$ cat src/rtl/pipe_stage_skid.sv
// pipe_stage_skid: a parametrised pipeline stage register.
// It carries opaque control and data bundles between stages with a valid/ready handshake.
// A two-entry skid buffer gives full throughput while in_ready comes straight from a register.
// A synchronous flush empties the stage, and saturating counters record stall, bubble and flush cycles.
module pipe_stage_skid #(
    parameter int                DATA_W   = 128,
    parameter int                CTRL_W   = 16,
    parameter logic [CTRL_W-1:0] CTRL_NOP = {CTRL_W{1'b0}},
    parameter int                CNT_W    = 32
) (
    input  logic              clk,
    input  logic              reset,
    input  logic              flush,
    input  logic              in_valid,
    output logic              in_ready,
    input  logic [CTRL_W-1:0] in_ctrl,
    input  logic [DATA_W-1:0] in_data,
    output logic              out_valid,
    input  logic              out_ready,
    output logic [CTRL_W-1:0] out_ctrl,
    output logic [DATA_W-1:0] out_data,
    input  logic              cnt_clear,
    output logic [CNT_W-1:0]  stall_cnt,
    output logic [CNT_W-1:0]  bubble_cnt,
    output logic [CNT_W-1:0]  flush_cnt
);

    // The state encoding is {skid_v, main_v}. Encoding 2'b10 is never entered.
    typedef enum logic [1:0] {
        EMPTY = 2'b00,
        ONE   = 2'b01,
        TWO   = 2'b11
    } state_t;

    state_t              state_r;
    logic                in_ready_r;
    logic [CTRL_W-1:0]   main_ctrl_r;
    logic [DATA_W-1:0]   main_data_r;
    logic [CTRL_W-1:0]   skid_ctrl_r;
    logic [DATA_W-1:0]   skid_data_r;
    logic [CNT_W-1:0]    stall_cnt_r;
    logic [CNT_W-1:0]    bubble_cnt_r;
    logic [CNT_W-1:0]    flush_cnt_r;

    logic                main_v_s;
    logic                in_fire_s;
    logic                out_fire_s;

    // Increment a counter by one, holding it at the all-ones value.
    function automatic logic [CNT_W-1:0] sat_inc(input logic [CNT_W-1:0] value);
        if (value == {CNT_W{1'b1}}) begin
            return value;
        end else begin
            return value + {{(CNT_W-1){1'b0}}, 1'b1};
        end
    endfunction

    // Decode the handshakes from the registered state.
    always_comb begin
        main_v_s   = state_r[0];
        in_fire_s  = in_valid & in_ready_r;
        out_fire_s = main_v_s & out_ready;
    end

    // Drive the outputs from the main entry. Nothing held means NOP control and zero data.
    always_comb begin
        in_ready  = in_ready_r;
        out_valid = main_v_s;
        if (main_v_s) begin
            out_ctrl = main_ctrl_r;
            out_data = main_data_r;
        end else begin
            out_ctrl = CTRL_NOP;
            out_data = {DATA_W{1'b0}};
        end
    end

    // Stage FSM and storage. Reset has priority over flush, and flush has priority over the handshake.
    // in_ready_r is the inverse of the next skid_v.
    always_ff @(posedge clk) begin
        if (reset) begin
            state_r     <= EMPTY;
            in_ready_r  <= 1'b1;
            main_ctrl_r <= CTRL_NOP;
            main_data_r <= {DATA_W{1'b0}};
            skid_ctrl_r <= CTRL_NOP;
            skid_data_r <= {DATA_W{1'b0}};
        end else if (flush) begin
            state_r    <= EMPTY;
            in_ready_r <= 1'b1;
        end else begin
            case (state_r)
                EMPTY: begin
                    in_ready_r <= 1'b1;
                    if (in_fire_s) begin
                        main_ctrl_r <= in_ctrl;
                        main_data_r <= in_data;
                        state_r     <= ONE;
                    end
                end
                ONE: begin
                    if (in_fire_s && out_fire_s) begin
                        main_ctrl_r <= in_ctrl;
                        main_data_r <= in_data;
                        in_ready_r  <= 1'b1;
                    end else if (in_fire_s) begin
                        skid_ctrl_r <= in_ctrl;
                        skid_data_r <= in_data;
                        state_r     <= TWO;
                        in_ready_r  <= 1'b0;
                    end else if (out_fire_s) begin
                        state_r    <= EMPTY;
                        in_ready_r <= 1'b1;
                    end else begin
                        in_ready_r <= 1'b1;
                    end
                end
                TWO: begin
                    if (out_fire_s) begin
                        main_ctrl_r <= skid_ctrl_r;
                        main_data_r <= skid_data_r;
                        state_r     <= ONE;
                        in_ready_r  <= 1'b1;
                    end else begin
                        in_ready_r <= 1'b0;
                    end
                end
                default: begin
                    state_r    <= EMPTY;
                    in_ready_r <= 1'b1;
                end
            endcase
        end
    end

    // Performance counters. A clear wins over an increment. The stall and bubble conditions ignore flush.
    always_ff @(posedge clk) begin
        if (reset || cnt_clear) begin
            stall_cnt_r  <= {CNT_W{1'b0}};
            bubble_cnt_r <= {CNT_W{1'b0}};
            flush_cnt_r  <= {CNT_W{1'b0}};
        end else begin
            if (main_v_s && !out_ready) begin
                stall_cnt_r <= sat_inc(stall_cnt_r);
            end
            if (!main_v_s && out_ready) begin
                bubble_cnt_r <= sat_inc(bubble_cnt_r);
            end
            if (flush) begin
                flush_cnt_r <= sat_inc(flush_cnt_r);
            end
        end
    end

    assign stall_cnt  = stall_cnt_r;
    assign bubble_cnt = bubble_cnt_r;
    assign flush_cnt  = flush_cnt_r;

endmodule

$ cat config.mk
export PLATFORM = sky130hd
export DESIGN_NAME = pipe_stage_skid
export DESIGN_NICKNAME = d
export VERILOG_FILES = /design/src/rtl/pipe_stage_skid.sv
export SDC_FILE = /design/constraint.sdc
export NUM_CORES = 1
export LEC_CHECK = 0
export ABC_AREA = 0
export ABC_CLOCK_PERIOD_IN_PS = 6300
export CAP_MARGIN = 40
export CORE_ASPECT_RATIO = 2
export CORE_MARGIN = 2
export CORE_UTILIZATION = 40
export DETAILED_ROUTE_END_ITERATION = 6
export GPL_TIMING_DRIVEN = 0
export PLACE_DENSITY = 0.66
export SYNTH_ARGS = -nofsm -noshare
export SYNTH_HDL_FRONTEND = slang
export SYNTH_SLANG_ARGS = --single-unit
export TNS_END_PERCENT = 50
$ cat constraint.sdc
create_clock -name clk -period 6.3 [get_ports clk]
set_input_delay 1.26 -clock clk [delete_from_list [all_inputs] [get_ports clk]]
set_output_delay 1.26 -clock clk [all_outputs]
set_load 0.01 [all_outputs]
=== Word level (Yosys, flattened, before mapping) ===
Cells that the tools add are included.

* Add/subtract/negate cells: 3
* Eq/ne operators: 10
* Muxes and demuxes: 20
* Bitwise gates (word level): 7
* Reductions and logical operators: 15

{| class="wikitable"
|+ Operators by type and width
! cell !! count
|-
| two-way mux 128 bit || 4
|-
| one-hot mux 128 bit (3 select lines) || 1
|-
| adder 32 x 1 -> 32 bit, second input constant || 3
|-
| equality test 32 bit, second input constant || 3
|-
| two-way mux 16 bit || 4
|-
| one-hot mux 16 bit (3 select lines) || 1
|-
| two-way mux 2 bit || 5
|-
| inequality test 2 bit, second input constant || 4
|-
| AND reduction 4 bit || 2
|-
| one-hot mux 2 bit (3 select lines) || 1
|-
| AND reduction 2 bit || 3
|-
| inverter 1 bit || 5
|-
| AND reduction 5 bit || 1
|-
| logical AND 1 bit || 3
|-
| two-way mux 1 bit || 3
|-
| inequality test 3 bit, second input constant || 1
|-
| nonzero test 3 bit || 1
|-
| bitwise AND 1 bit || 2
|-
| equality test 2 x 1 -> 1 bit, second input constant || 1
|-
| equality test 2 bit, second input constant || 1
|-
| zero test 1 bit || 2
|-
| zero test 2 bit || 1
|-
| one-hot mux 1 bit (2 select lines) || 1
|-
| OR reduction 2 bit || 1
|-
| logical OR 1 bit || 1
|}

* Bits in registers: 387
* Bits of input ports: 150
* Output and inout bits: 242
* Word-level logic and storage cells: 64

=== Depth between registers and ports, before layout ===
Gate-level depths: netlist of the first run.

* Word-level depth: 5
* Gate-level depth with buffers: 9
* Gate-level depth less buffers: 6

=== Least setup slack after synthesis of the first run ===
OpenSTA, ideal clock, no wires.

* Path kind: input -> register
* Start: in flush
* End: reg flush_cnt_r[26] (netlist: flush_cnt[26])
* Setup time: 70 ps
* Arrival time: 2926 ps
* Required time: 6230 ps
* Setup slack: 3304 ps
* Cell stages on the path: 7
* Path buffers: 2
* Cell sequence: buf_2 nand4_1 or3_1 or4b_1 clkbuf_1 or3_1 a21oi_1

* Word-level cells in the longest chain between the ends: 1

{| class="wikitable"
|+ RTL lines
! what !! line !! text
|-
| start: declaration || 13 || <nowiki>input logic flush,</nowiki>
|-
| AND reduction 2 bit (no source line) || - ||
|-
| end signal: assignment || 141 || <nowiki>flush_cnt_r <= {CNT_W{1'b0}};</nowiki>
|-
| end signal: assignment || 150 || <nowiki>flush_cnt_r <= sat_inc(flush_cnt_r);</nowiki>
|-
| end: declaration || 43 || <nowiki>logic [CNT_W-1:0] flush_cnt_r;</nowiki>
|}

No other way between the ends.
A chain may end at the register's enable or synchronous reset.

=== Worst setup path in the final report of the first run ===
* Start: reg state_r[0]
* End: out out_data[75]

* Word-level cells in the longest chain between the ends: 1

{| class="wikitable"
|+ RTL lines
! what !! line !! text
|-
| start: declaration || 35 || <nowiki>state_t state_r;</nowiki>
|-
| start signal: assignment || 82 || <nowiki>state_r <= EMPTY;</nowiki>
|-
| start signal: assignment || 89 || <nowiki>state_r <= EMPTY;</nowiki>
|-
| start signal: assignment || 98 || <nowiki>state_r <= ONE;</nowiki>
|-
| two-way mux 128 bit || 69 || <nowiki>if (main_v_s) begin</nowiki>
|-
| end: declaration || 21 || <nowiki>output logic [DATA_W-1:0] out_data,</nowiki>
|}

No other way between the ends.

==> flow_results.org, run 1 <==
** Power and ir drop
- Leakage component of the power :: 0.00731 uW
- Proportion of total power due to net switching :: 24.1%
- The internal portion of the total power is 4230 uW.
- Maximum VDD drop :: 179 uV
- Power density relative to cell area :: 242 nW/um2
- Summed over all nets, the switching power comes to 1340 uW.
- Of the total power, the clock network draws 43.9%.
- In this run, the combinational gates consume 9.5% of the power.
- Sequential cells account for 46.6% of the total power.

** Global route
- In the global route stage, overall resource usage came out at 23.8%.
- Largest net degree at the start of global routing :: 16
- Number of global-route vias before repair :: 15.1k
- Number of antenna violations at the first check in global routing :: 8
- Global routing finished with a remaining overflow of 0.
- Global-route wire length before repair :: 84100 um

** Drt
- The detail route stage leaves a number of antenna-violating nets equal to 0.
- Final routed wire length divided by cell count :: 17.9 um
- Summing over every cut layer, the via total after detailed routing is 16.2k.
- Drt via density :: 5.31
- First-pass iteration count of the detailed router :: 5
- Drt first-iter violations :: 784
- After detailed routing, the number of remaining DRC violations is 0.
- Summed over all layers, the routed wires come to 54400 um.

** Timing
- Setup total negative slack on the finished layout was measured at 0 ns.
- For the pin with the worst max-slew slack, the measured transition is 0.924 ns.
- Headroom to the max-slew limit came out at 38.4%.
- Setup repair after global routing missed its margin :: no
- Hold Violations, Final :: 0
- Based on the critical path, the design can be clocked at up to 0.202 GHz.
- Final period utilization :: 78.5%
- Setup violations remaining at the end of the flow were counted as 0.
- Pins over their slew limit :: 0
- Time the final worst path needs with I/O delays and setup :: 4.94 ns
- Clock skew on the completed layout was measured at 0.0201 ns.

** Clock network
- After clock tree synthesis, the repair step resized 0 gates.
- The cell sitting at the root of the clock tree is a sky130_fd_sc_hd__clkbuf_16.
- The H-tree was split into 2 levels.
- Hold buffer count at cts :: 0
- Clock tree from TritonCTS :: built
- Once the clock tree was built, the setup fixing pass inserted 0 buffers.
- The clock reaches the later pin of the worst-skew pair after 0.54 ns.
- The clock passes through at most 3 buffers.
- Number of CTS-inserted buffers :: 37
- After clock tree synthesis, the clock-pin slew on the worst setup and hold paths is 0.06 ns.
- # clock sinks :: 387

** Setup path
- Among the stages of the critical path, the cell type that occurs most often is sky130_fd_sc_hd__clkbuf_1.
- Worst reg-to-reg path cell count :: 8
- Slowest cell on the critical path :: sky130_fd_sc_hd__clkbuf_1
- STA puts the critical path data arrival time at 3.68 ns.
- Nature of the critical path startpoint :: flip-flop
- The worst setup path is captured at a primary output.
- Crit path cell chain :: clkbuf_1 -> buf_6 -> clkbuf_1 -> clkbuf_1 -> and2_1 -> clkdlybuf4s50_1
- STA puts the critical path data required time at 5.04 ns.
- Of all nets on the critical path, the largest fanout is 10.
- Register-to-Register Setup Slack :: 2.90 ns
- The worst setup path is of the flip-flop to primary output kind.
- For this run, the slowest stage of the critical path takes 0.66 ns.
- R2r endpoint :: main_ctrl_r[2]
- The startpoint identified for the worst register-to-register timing path is state_r[0].

** Synth
- Yosys Warn Count :: 0
- Post-synthesis instance total :: 2038
- Sequential cells were found to cover 45.5% of the synthesized design area.
- Mean post-synth cell area :: 8.36 um2
- Count of unique library cells instantiated by Yosys :: 46
- When the netlist entered floorplanning its net count stood at 2196.
- Synthesis inferred 387 register bits.
- After synthesis the cells add up to 17000 um2.

** Die
- Die footprint :: 44400 um2
- In this run the core area contains 107 standard-cell rows.
- Pin placement for this block handled 392 I/O pins.
- Chip width :: 150 um
- Core box area :: 42300 um2
- For this configuration, the core starts out at a cell density of 40.3%.
- The floorplan step set the die height to 296 um.

** Min path
- Min-Delay Endpoint :: skid_data_r[11]
- Depth of the worst hold-timing path :: 2
- Worst hold-check path type :: flip-flop to flip-flop
- Source of the worst hold timing path :: skid_data_r[11]

** Finish
- Leading cell type in the layout, fill and taps excluded :: sky130_fd_sc_hd__clkdlybuf4s50_1
- Measured on the finished design, the core utilization comes to 54.4%.
- From synthesis to final layout, the design area changed by 34.9%.
- In the layout the commonest cells are sky130_fd_sc_hd__clkdlybuf4s50_1, sky130_fd_sc_hd__dfxtp_1, sky130_fd_sc_hd__nand2_1.
- The net count of the finished layout is 2630.
- Cells with a size suffix above 1 make up 3.84% of the layout.

** Placement
- Buffers on Ports :: 390
- Last weighted congestion value of the routability-driven placer :: 0.842
- Summed over all nets, the half-perimeter wirelength after detailed placement is 39900 um.

** Flow run
- Max-cap violations in this run came to 0.

** Outcome
- Run status :: finished, final reports clean
==> metal layers <==
layer	routed length, um	vias up	global-route usage (%)
li1	-	7986	-
met5	99	-	0
met4	1410	14	6.99
met3	4190	89	6.20
met1	23400	7567	30.7
met2	25300	509	38.8
==> state kept, by name, indices dropped and copies added (netlist names) <==
register / count
main_data_r: 128
skid_data_r: 128
bubble_cnt: 32
flush_cnt: 32
stall_cnt: 32
main_ctrl_r: 16
skid_ctrl_r: 16
state_r: 2
in_ready: 1
==> power groups by stage <==
stage	Clock (uW)	Combinational [uW]	Sequential (uW)
after global routing	2580	584	2600
after global placement	0	522	2650
after floorplan	0	273	2630
final	2450	528	2590
after CTS	2500	532	2590
after detailed placement	0	530	2650
==> final cells by class <==
| class | instances | area (um2) |
|---|---|---|
| clock buffers | 52 | 1110 |
| inverters | 17 | 63.8 |
| well taps | 545 | 682 |
| repair buffers | 395 | 3950 |
| plain buffers | 158 | 616 |
| multi-input cells | 1476 | 8620 |
| fillers | 4071 | 19300 |
| flip-flops and latches | 387 | 7750 |
| clock inverters | 14 | 203 |
| diodes | 1 | 2.50 |
==> worst max-delay path: cells and delay by family, from the launching register on <==
family	cells	cell delay (ns)
AND/OR/NAND/NOR	1	0.26
flip-flops	1	0.53
buffers and inverters	5	2.36
==> how the worst max path moves through the flow <==
stage | to | from | slack [ns]
after floorplan | flush_cnt[26] | flush | 3.30
after global placement | out_data[75] | state_r[0] | 1.59
after detailed placement | main_data_r[43] | out_ready | 1.71
after CTS | out_data[75] | state_r[0] | 1.25
after global routing | out_data[75] | state_r[0] | 1.14
final | out_data[75] | state_r[0] | 1.36
==> cells in the mapped netlist (all sizes together) <==
master / number / share of area (%)
a2111o: 1 / 0.066
a211oi: 144 / 6.3
a21boi: 1 / 0.044
a21oi: 207 / 6.1
a22oi: 1 / 0.044
a31o: 1 / 0.051
a31oi: 5 / 0.18
and2: 144 / 5.3
and3: 8 / 0.29
and4: 10 / 0.51
buf: 24 / 0.66
clkbuf: 134 / 3.0
dfxtp: 387 / 45
ha: 8 / 0.59
inv: 17 / 0.37
mux2i: 155 / 9.1
nand2: 341 / 7.5
nand2b: 2 / 0.073
nand3: 29 / 0.85
nand3b: 2 / 0.088
nand4: 32 / 1.2
nand4b: 1 / 0.051
nor2: 172 / 3.8
nor3: 7 / 0.23
nor3b: 1 / 0.044
nor4: 16 / 0.66
o2111ai: 1 / 0.051
o211ai: 8 / 0.35
o21a: 2 / 0.088
o21ai: 43 / 1.3
o311ai: 2 / 0.10
o31ai: 23 / 1.0
o41ai: 2 / 0.10
or2: 4 / 0.15
or3: 54 / 2.0
or4: 30 / 1.3
or4b: 2 / 0.12
xnor2: 12 / 0.62
xor2: 5 / 0.26
==> kinds of logic (layout without fill, tap and decap cells) <==
| group | after synthesis | in the layout | share of synthesized area, % |
|---|---|---|---|
| AOI/OAI and AO/OA | 441 | 441 | 15.8 |
| xor gates and xnor gates | 17 | 17 | 0.874 |
| adders and majority gates | 8 | 8 | 0.587 |
| buffers and inverters | 175 | 636 | 3.99 |
| DFF | 387 | 387 | 45.5 |
| muxes | 155 | 155 | 9.10 |
| other | 0 | 1 | 0 |
| and+or+nand+nor | 855 | 855 | 24.2 |
==> stage by stage <==
step	instances	total power, uW	hold WS (ns)	cell area (um2)	setup WS (ns)
floorplan	2038	2900	0.436	17000	3.30
global placement	2973	3170	0.441	21600	1.59
detailed placement	2977	3180	0.446	21700	1.71
CTS	3043	5620	0.455	23000	1.25
global route	3044	5760	0.468	23000	1.14
finish	3045	5570	0.454	23000	1.36
No activity file was read; power rests on OpenSTA's default activity.
==> inputs of run 2 (changes only) <==
- ABC_CLOCK_PERIOD_IN_PS: 6300 -> 4700
- clock period: 6.3 -> 4.7 ns (I/O delays scaled with it)
==> flow_results.org, run 2 (synthesized netlist as in run 1, its figures left out) <==
** Drt
- Final routed wire length divided by cell count :: 17.8 um (-0.18%)
- The detailed-route vias per instance was 5.30 (about the same).
- The sum of routed wire length over all layers was 54300 um (-0.21%).
- Remaining number of nets flagged by the antenna check after routing :: 0 (unchanged)
- Drt drc :: 0 (unchanged)
- First-pass iteration count of the detailed router :: 5 (unchanged)
- The via count is 16.1k (-0.12%).
- The DRC violation total after the first TritonRoute iteration came to 741 (-5.5%).

** Clock network
- The post-CTS repair timing setup buffer count was 0 (unchanged).
- The count of cells resized by post-cts repair was 0 (unchanged).
- # clock sinks :: 387 (unchanged)
- TritonCTS built the clock tree.
- The number of clock buffers inserted by TritonCTS was 37 (unchanged).
- Clock-pin transition on the worst setup and hold timing paths :: 0.06 ns (about the same)
- The count of H-tree levels built during CTS was 2 (unchanged).
- Clk_lat worst skew :: 0.54 ns (about the same)
- Clock root cell :: sky130_fd_sc_hd__clkbuf_16
- The number of hold buffers added after cts came to 0 (unchanged).
- The worst-case clock buffer depth is 3 (unchanged).

** Setup path
- Reg2Reg Launch Point :: state_r[0]
- Nature of the critical path startpoint :: flip-flop
- CP Capture Type :: primary output
- The arrival time of the worst setup path is 3.11 ns (-0.57 ns).
- The path depth of the worst reg2reg path was 8 (unchanged).
- Data required time of the critical path :: 3.76 ns (-1.28 ns)
- R2r endpoint :: main_data_r[41]
- The maximum net fanout on the critical path came to 16 (+6).
- Register-to-Register Setup Slack :: 1.30 ns (-1.60 ns)
- Crit Path Class :: flip-flop to primary output

** Finish
- Fill cell instance count of the final layout :: 4069 (-0.049%)
- Leaving out fill and tap cells, the most frequent cells in the layout are sky130_fd_sc_hd__clkdlybuf4s50_1, sky130_fd_sc_hd__dfxtp_1, sky130_fd_sc_hd__nand2_1.
- Final nets :: 2629 (-0.038%)
- The multi-input combinational cell area was 8620 um2 (unchanged).
- Utilization after layout :: 54.4% (about the same)
- The layout cell share with drive strength beyond 1 is 3.84% (about the same).
- Area growth, synth to finish :: 34.9% (about the same)
- The sequential cell area is 7750 um2 (unchanged).
- Leaving out fill and tap cells, the most frequent cell in the layout is sky130_fd_sc_hd__clkdlybuf4s50_1.
- In the final layout, the registers with the most flip-flops are main_data_r (128), skid_data_r (128).

** Timing
- The worst path uses 86.2% of the clock period.
- Hold Violations, Final :: 0 (unchanged)
- Worst slew margin relative to its limit :: 36.3% (-2.1 points)
- The setup violation total in the final timing report was 0 (unchanged).
- Time the final worst path needs with I/O delays and setup :: 4.05 ns
- Setup repair after global routing missed its margin :: no
- Pins over their slew limit :: 0 (unchanged)
- Clock Skew :: 0.0192 ns (-0.000917 ns)
- Setup TNS after final layout :: 0 ns (unchanged)
- The measured slew at the worst slew-check pin came to 0.956 ns (+0.0317 ns).
- Timing would allow up to 0.247 GHz.

** Global route
- GRT Overall Usage :: 23.7% (about the same)
- The maximum number of pins on one net before global-route repair came to 17 (+1).
- Total congestion overflow :: 0 (unchanged)
- The global-route wire length before repair is 84100 um (about the same).
- The initial antenna violation count came to 8 (unchanged).
- Number of global-route vias before repair :: 15.1k (-0.046%)

** Die
- Row count :: 107 (unchanged)
- The standard cell core area came to 42300 um2 (unchanged).
- Die footprint :: 44400 um2 (unchanged)
- Chip width :: 150 um (unchanged)
- The effective utilization at floorplan came to 40.3% (unchanged).
- Top-Level Pins :: 392 (unchanged)
- The vertical die dimension was 296 um (unchanged).

** Flow run
- Max-capacitance violation count :: 0 (unchanged)

** Placement
- The number of buffer cells added on primary ports came to 390 (unchanged).
- Last weighted congestion value of the routability-driven placer :: 0.842 (unchanged)
- Half-perimeter wire length after placement :: 39900 um (unchanged)

** Outcome
- The flow ran to the end, and the final reports show no timing, DRC or antenna violations.

** Min path
- Source of the worst hold timing path :: skid_data_r[21]
- For hold timing, the worst endpoint is skid_data_r[21].
- Worst hold-check path type :: flip-flop to flip-flop
- Depth of the worst hold-timing path :: 2 (unchanged)

** Power and ir drop
- Leakage component of the power :: 0.00731 uW (about the same)
- The maximum vdd drop is 241 uV (+35%).
- Power density relative to cell area :: 324 nW/um2 (+34%)
[run 2: where the power goes]
group	internal (uW)	leakage [uW]	total, uW	switching [uW]
logic	319	0.00351	708	389
registers	3410	0.00315	3480	65.7
clock network	1940	0.000657	3280	1340
[run 2: worst max-delay path by stage]
stage | slack, ns | start | to
6_report | 0.65 | state_r[0] | out_data[75]
5_1_grt | 0.51 | state_r[0] | out_data[75]
4_1_cts | 0.61 | state_r[0] | out_data[75]
3_5_place_dp | 0.43 | out_ready | main_data_r[43]
3_3_place_gp | 0.31 | state_r[0] | out_data[75]
2_1_floorplan | 2.02 | flush | flush_cnt[26]
[run 2: cell type report]
cell class	instances	share of cell area (%)
Multi-Input combinational cell	1476	37.5
Sequential cell	387	33.7
Timing Repair Buffer	395	17.2
Clock buffer	52	4.85
Tap cell	545	2.97
Buffer	157	2.66
Clock inverter	14	0.881
Inverter	17	0.278
Antenna cell	1	0.0109
[run 2: metal layers]
layer	GRT usage, %	wire length [um]
met5	0	98
met4	7.20	1550
met2	38.8	25200
met1	30.6	23200
met3	6.22	4320
[run 2: critical path, stage by stage (launching register included)]
cell and delay [ns]:
sky130_fd_sc_hd__dfxtp_1 0.53, sky130_fd_sc_hd__clkbuf_1 0.31, sky130_fd_sc_hd__buf_6 0.30, sky130_fd_sc_hd__clkbuf_1 0.56
sky130_fd_sc_hd__and2_1 0.26, sky130_fd_sc_hd__clkdlybuf4s50_1 0.61
[run 2: per-stage QoR]
stage / instances / instance area (um2) / total power (uW) / hold slack, ns / setup WS (ns)
2_1_floorplan: 2038 / 17000 / 3890 / 0.436 / 2.02
3_3_place_gp: 2973 / 21600 / 4250 / 0.441 / 0.310
3_5_place_dp: 2977 / 21700 / 4260 / 0.446 / 0.434
4_1_cts: 3042 / 23000 / 7540 / 0.455 / 0.609
5_1_grt: 3043 / 23000 / 7730 / 0.468 / 0.511
6_report: 3044 / 23000 / 7460 / 0.454 / 0.649
==> inputs of run 3 (changes only) <==
- CAP_MARGIN: 40 -> 20
==> flow_results.org, run 3 (synthesized netlist as in run 1, its figures left out) <==
** Power and ir drop
- The leakage dissipation came to 0.00726 uW (-0.66%).
- Maximum VDD drop :: 201 uV (-17%)
- The ratio of total power to cell area came to 323 nW/um2 (-0.59%).

** Placement
- Last weighted congestion value of the routability-driven placer :: 0.842 (unchanged)
- Placement-stage worst setup slack :: 0.276 ns (-0.158 ns)
- The number of buffer cells added on primary ports was 390 (unchanged).
- Half-perimeter wire length after placement :: 39600 um (-0.73%)

** Timing
- Time the final worst path needs with I/O delays and setup :: 4.04 ns (-0.0134 ns)
- Setup repair after global routing left no endpoint under its margin.
- The number of pins with negative max-slew slack in the final report was 0 (unchanged).
- The peak clock frequency supported by timing is 0.248 GHz (+0.33%).
- The slack of the critical path is 0.662 ns (+0.0134 ns).
- The setup TNS is 0 ns (unchanged).
- The worst-case headroom to the max-slew limit was 37.9% (+1.6 points).
- The measured slew at the worst slew-check pin was 0.924 ns (-0.0325 ns).
- The worst hold slack came to 0.453 ns (-0.00161 ns).
- The final period utilization came to 85.9% (-0.29 points).
- The clock skew was 0.0162 ns (-0.00304 ns).
- The final hold violation count is 0 (unchanged).
- The setup violation total in the final timing report came to 0 (unchanged).

** Drt
- The wire length per cell came to 17.9 um (+0.18%).
- Routed WL :: 54300 um (about the same)
- The via count was 16.0k (-0.74%).
- The detailed-route vias per instance is 5.27 (-0.58%).
- The number of remaining DRC errors is 0 (unchanged).
- Drt first-iter violations :: 836 (+13%)
- The length of the first detailed-routing pass in iterations came to 5 (unchanged).
- Remaining number of nets flagged by the antenna check after routing :: 0 (unchanged)

** Setup path
- The critical path in this run is classified as flip-flop to primary output.
- Data arrival, critical path :: 3.10 ns (about the same)
- Buf/Inv on CP :: 3 (-1)
- Nature of the critical path startpoint :: flip-flop
- The cell family contributing the most delay on the critical path is buffers and inverters.
- The required time of the critical path is 3.76 ns (about the same).
- The maximum net fanout on the critical path is 19 (+3).
- The largest individual stage delay along the critical path comes from the cell sky130_fd_sc_hd__clkbuf_2.
- Traced cell by cell, the critical path runs through clkbuf_2 -> clkbuf_1 -> and2_1 -> clkdlybuf4s50_1.
- The maximum single-stage delay on the critical path is 0.62 ns (about the same).
- Worst reg-to-reg path cell count :: 8 (unchanged)
- Critical Path Stages :: 4 (-1)
- CP Capture Type :: primary output

** Clock network
- The number of clock sinks seen by CTS was 387 (unchanged).
- Buffer levels on the longest clock path :: 3 (unchanged)
- Clock root cell :: sky130_fd_sc_hd__clkbuf_16
- The clock transition at the registers of the reported paths came to 0.06 ns (about the same).
- Post-CTS setup repair buffer count :: 0 (unchanged)
- Clk_lat worst skew :: 0.54 ns (about the same)
- TritonCTS built the clock tree.
- Number of CTS-inserted buffers :: 38 (+2.7%)
- Maximum level of the CTS H-tree :: 2 (unchanged)

** Global route
- The maximum number of pins on one net before global-route repair was 15 (-2).
- The number of global-route vias before repair was 15.0k (-0.75%).
- GRT Overall Usage :: 23.7% (-0.039 points)
- The leftover overflow at the end of global routing is 0 (unchanged).
- The initial antenna violation count came to 5 (-3).
- Global-route wire length before repair :: 83800 um (-0.31%)

** Finish
- Area of the multi-input gates :: 8620 um2 (unchanged)
- The sequential cell area was 7750 um2 (unchanged).
- Leading cell type in the layout, fill and taps excluded :: sky130_fd_sc_hd__clkdlybuf4s50_1
- Final nets :: 2625 (-0.15%)
- The antenna diode count is 0 (-1).
- Registers with the most flip-flops :: main_data_r (128), skid_data_r (128)
- Area growth, synth to finish :: 34.4%
- In the layout the commonest cells are sky130_fd_sc_hd__clkdlybuf4s50_1, sky130_fd_sc_hd__dfxtp_1, sky130_fd_sc_hd__nand2_1.
- Fill cell instance count of the final layout :: 4070 (+0.025%)
- Fraction of layout cells with a size suffix above 1 :: 3.61% (-0.23 points)

** Die
- Core box area :: 42300 um2 (unchanged)
- Chip width :: 150 um (unchanged)
- Initial cell density of the core :: 40.3% (unchanged)
- The full die area came to 44400 um2 (unchanged).
- Top-Level Pins :: 392 (unchanged)
- Row count :: 107 (unchanged)
- The vertical die dimension was 296 um (unchanged).

** Min path
- Worst hold-check path type :: flip-flop to flip-flop
- The cell depth of the worst min-delay path came to 2 (unchanged).

** Flow run
- Max-capacitance violation count :: 0 (unchanged)

** Outcome
- Run status :: finished, final reports clean
## run 3: path summary, 6_finish.rpt
| kind | endpoint | slack, ns | from |
|---|---|---|---|
| worst max-delay path | out_data[75] | 0.66 | state_r[0] |
| worst min-delay path | skid_data_r[43] | 0.45 | skid_data_r[43] |
| worst max register to register | main_data_r[85] | 1.31 | state_r[0] |
| worst min register to register | skid_data_r[43] | 0.45 | skid_data_r[43] |
## run 3: area by class of cell
type                            count  share of cell area, %
Multi-Input combinational cell   1476                   37.6
Clock inverter                     13                  0.814
Timing Repair Buffer              390                   17.0
Tap cell                          545                   2.98
Sequential cell                   387                   33.8
Inverter                           17                  0.278
Buffer                            157                   2.68
Clock buffer                       54                   4.81
## run 3: power by group
group	total [uW]	switching (uW)	internal (uW)
logic	704	388	316
registers	3480	66.1	3410
clock network	3210	1350	1860
## run 3: worst min-delay path, stage by stage, from the launching register on
cell                      delay, ns
sky130_fd_sc_hd__dfxtp_1       0.31
sky130_fd_sc_hd__nand2_1       0.05
sky130_fd_sc_hd__a21oi_1       0.05
## run 3: metal layers
layer | vias up | wire length [um] | GRT usage, %
met5 | - | 54 | 0
met4 | 8 | 1300 | 6.33
met3 | 79 | 4200 | 6.14
met2 | 476 | 25200 | 38.7
met1 | 7485 | 23600 | 31.0
li1 | 7978 | - | -
## run 3: repair_timing
item	4_1_cts	5_1_grt
pin swaps	0	0
gates resized for setup	1	0
endpoints found under the setup margin	12	5
hold buffers	0	0
## run 3: per-stage QoR
stage,util [%],area (um2),std cells,power (uW)
2_1_floorplan,-,17000,2038,3890
3_3_place_gp,51.1,21600,2973,4250
3_5_place_dp,51.1,21600,2973,4260
4_1_cts,54.2,22900,3040,7470
5_1_grt,54.2,22900,3039,7660
6_report,54.2,22900,3039,7390
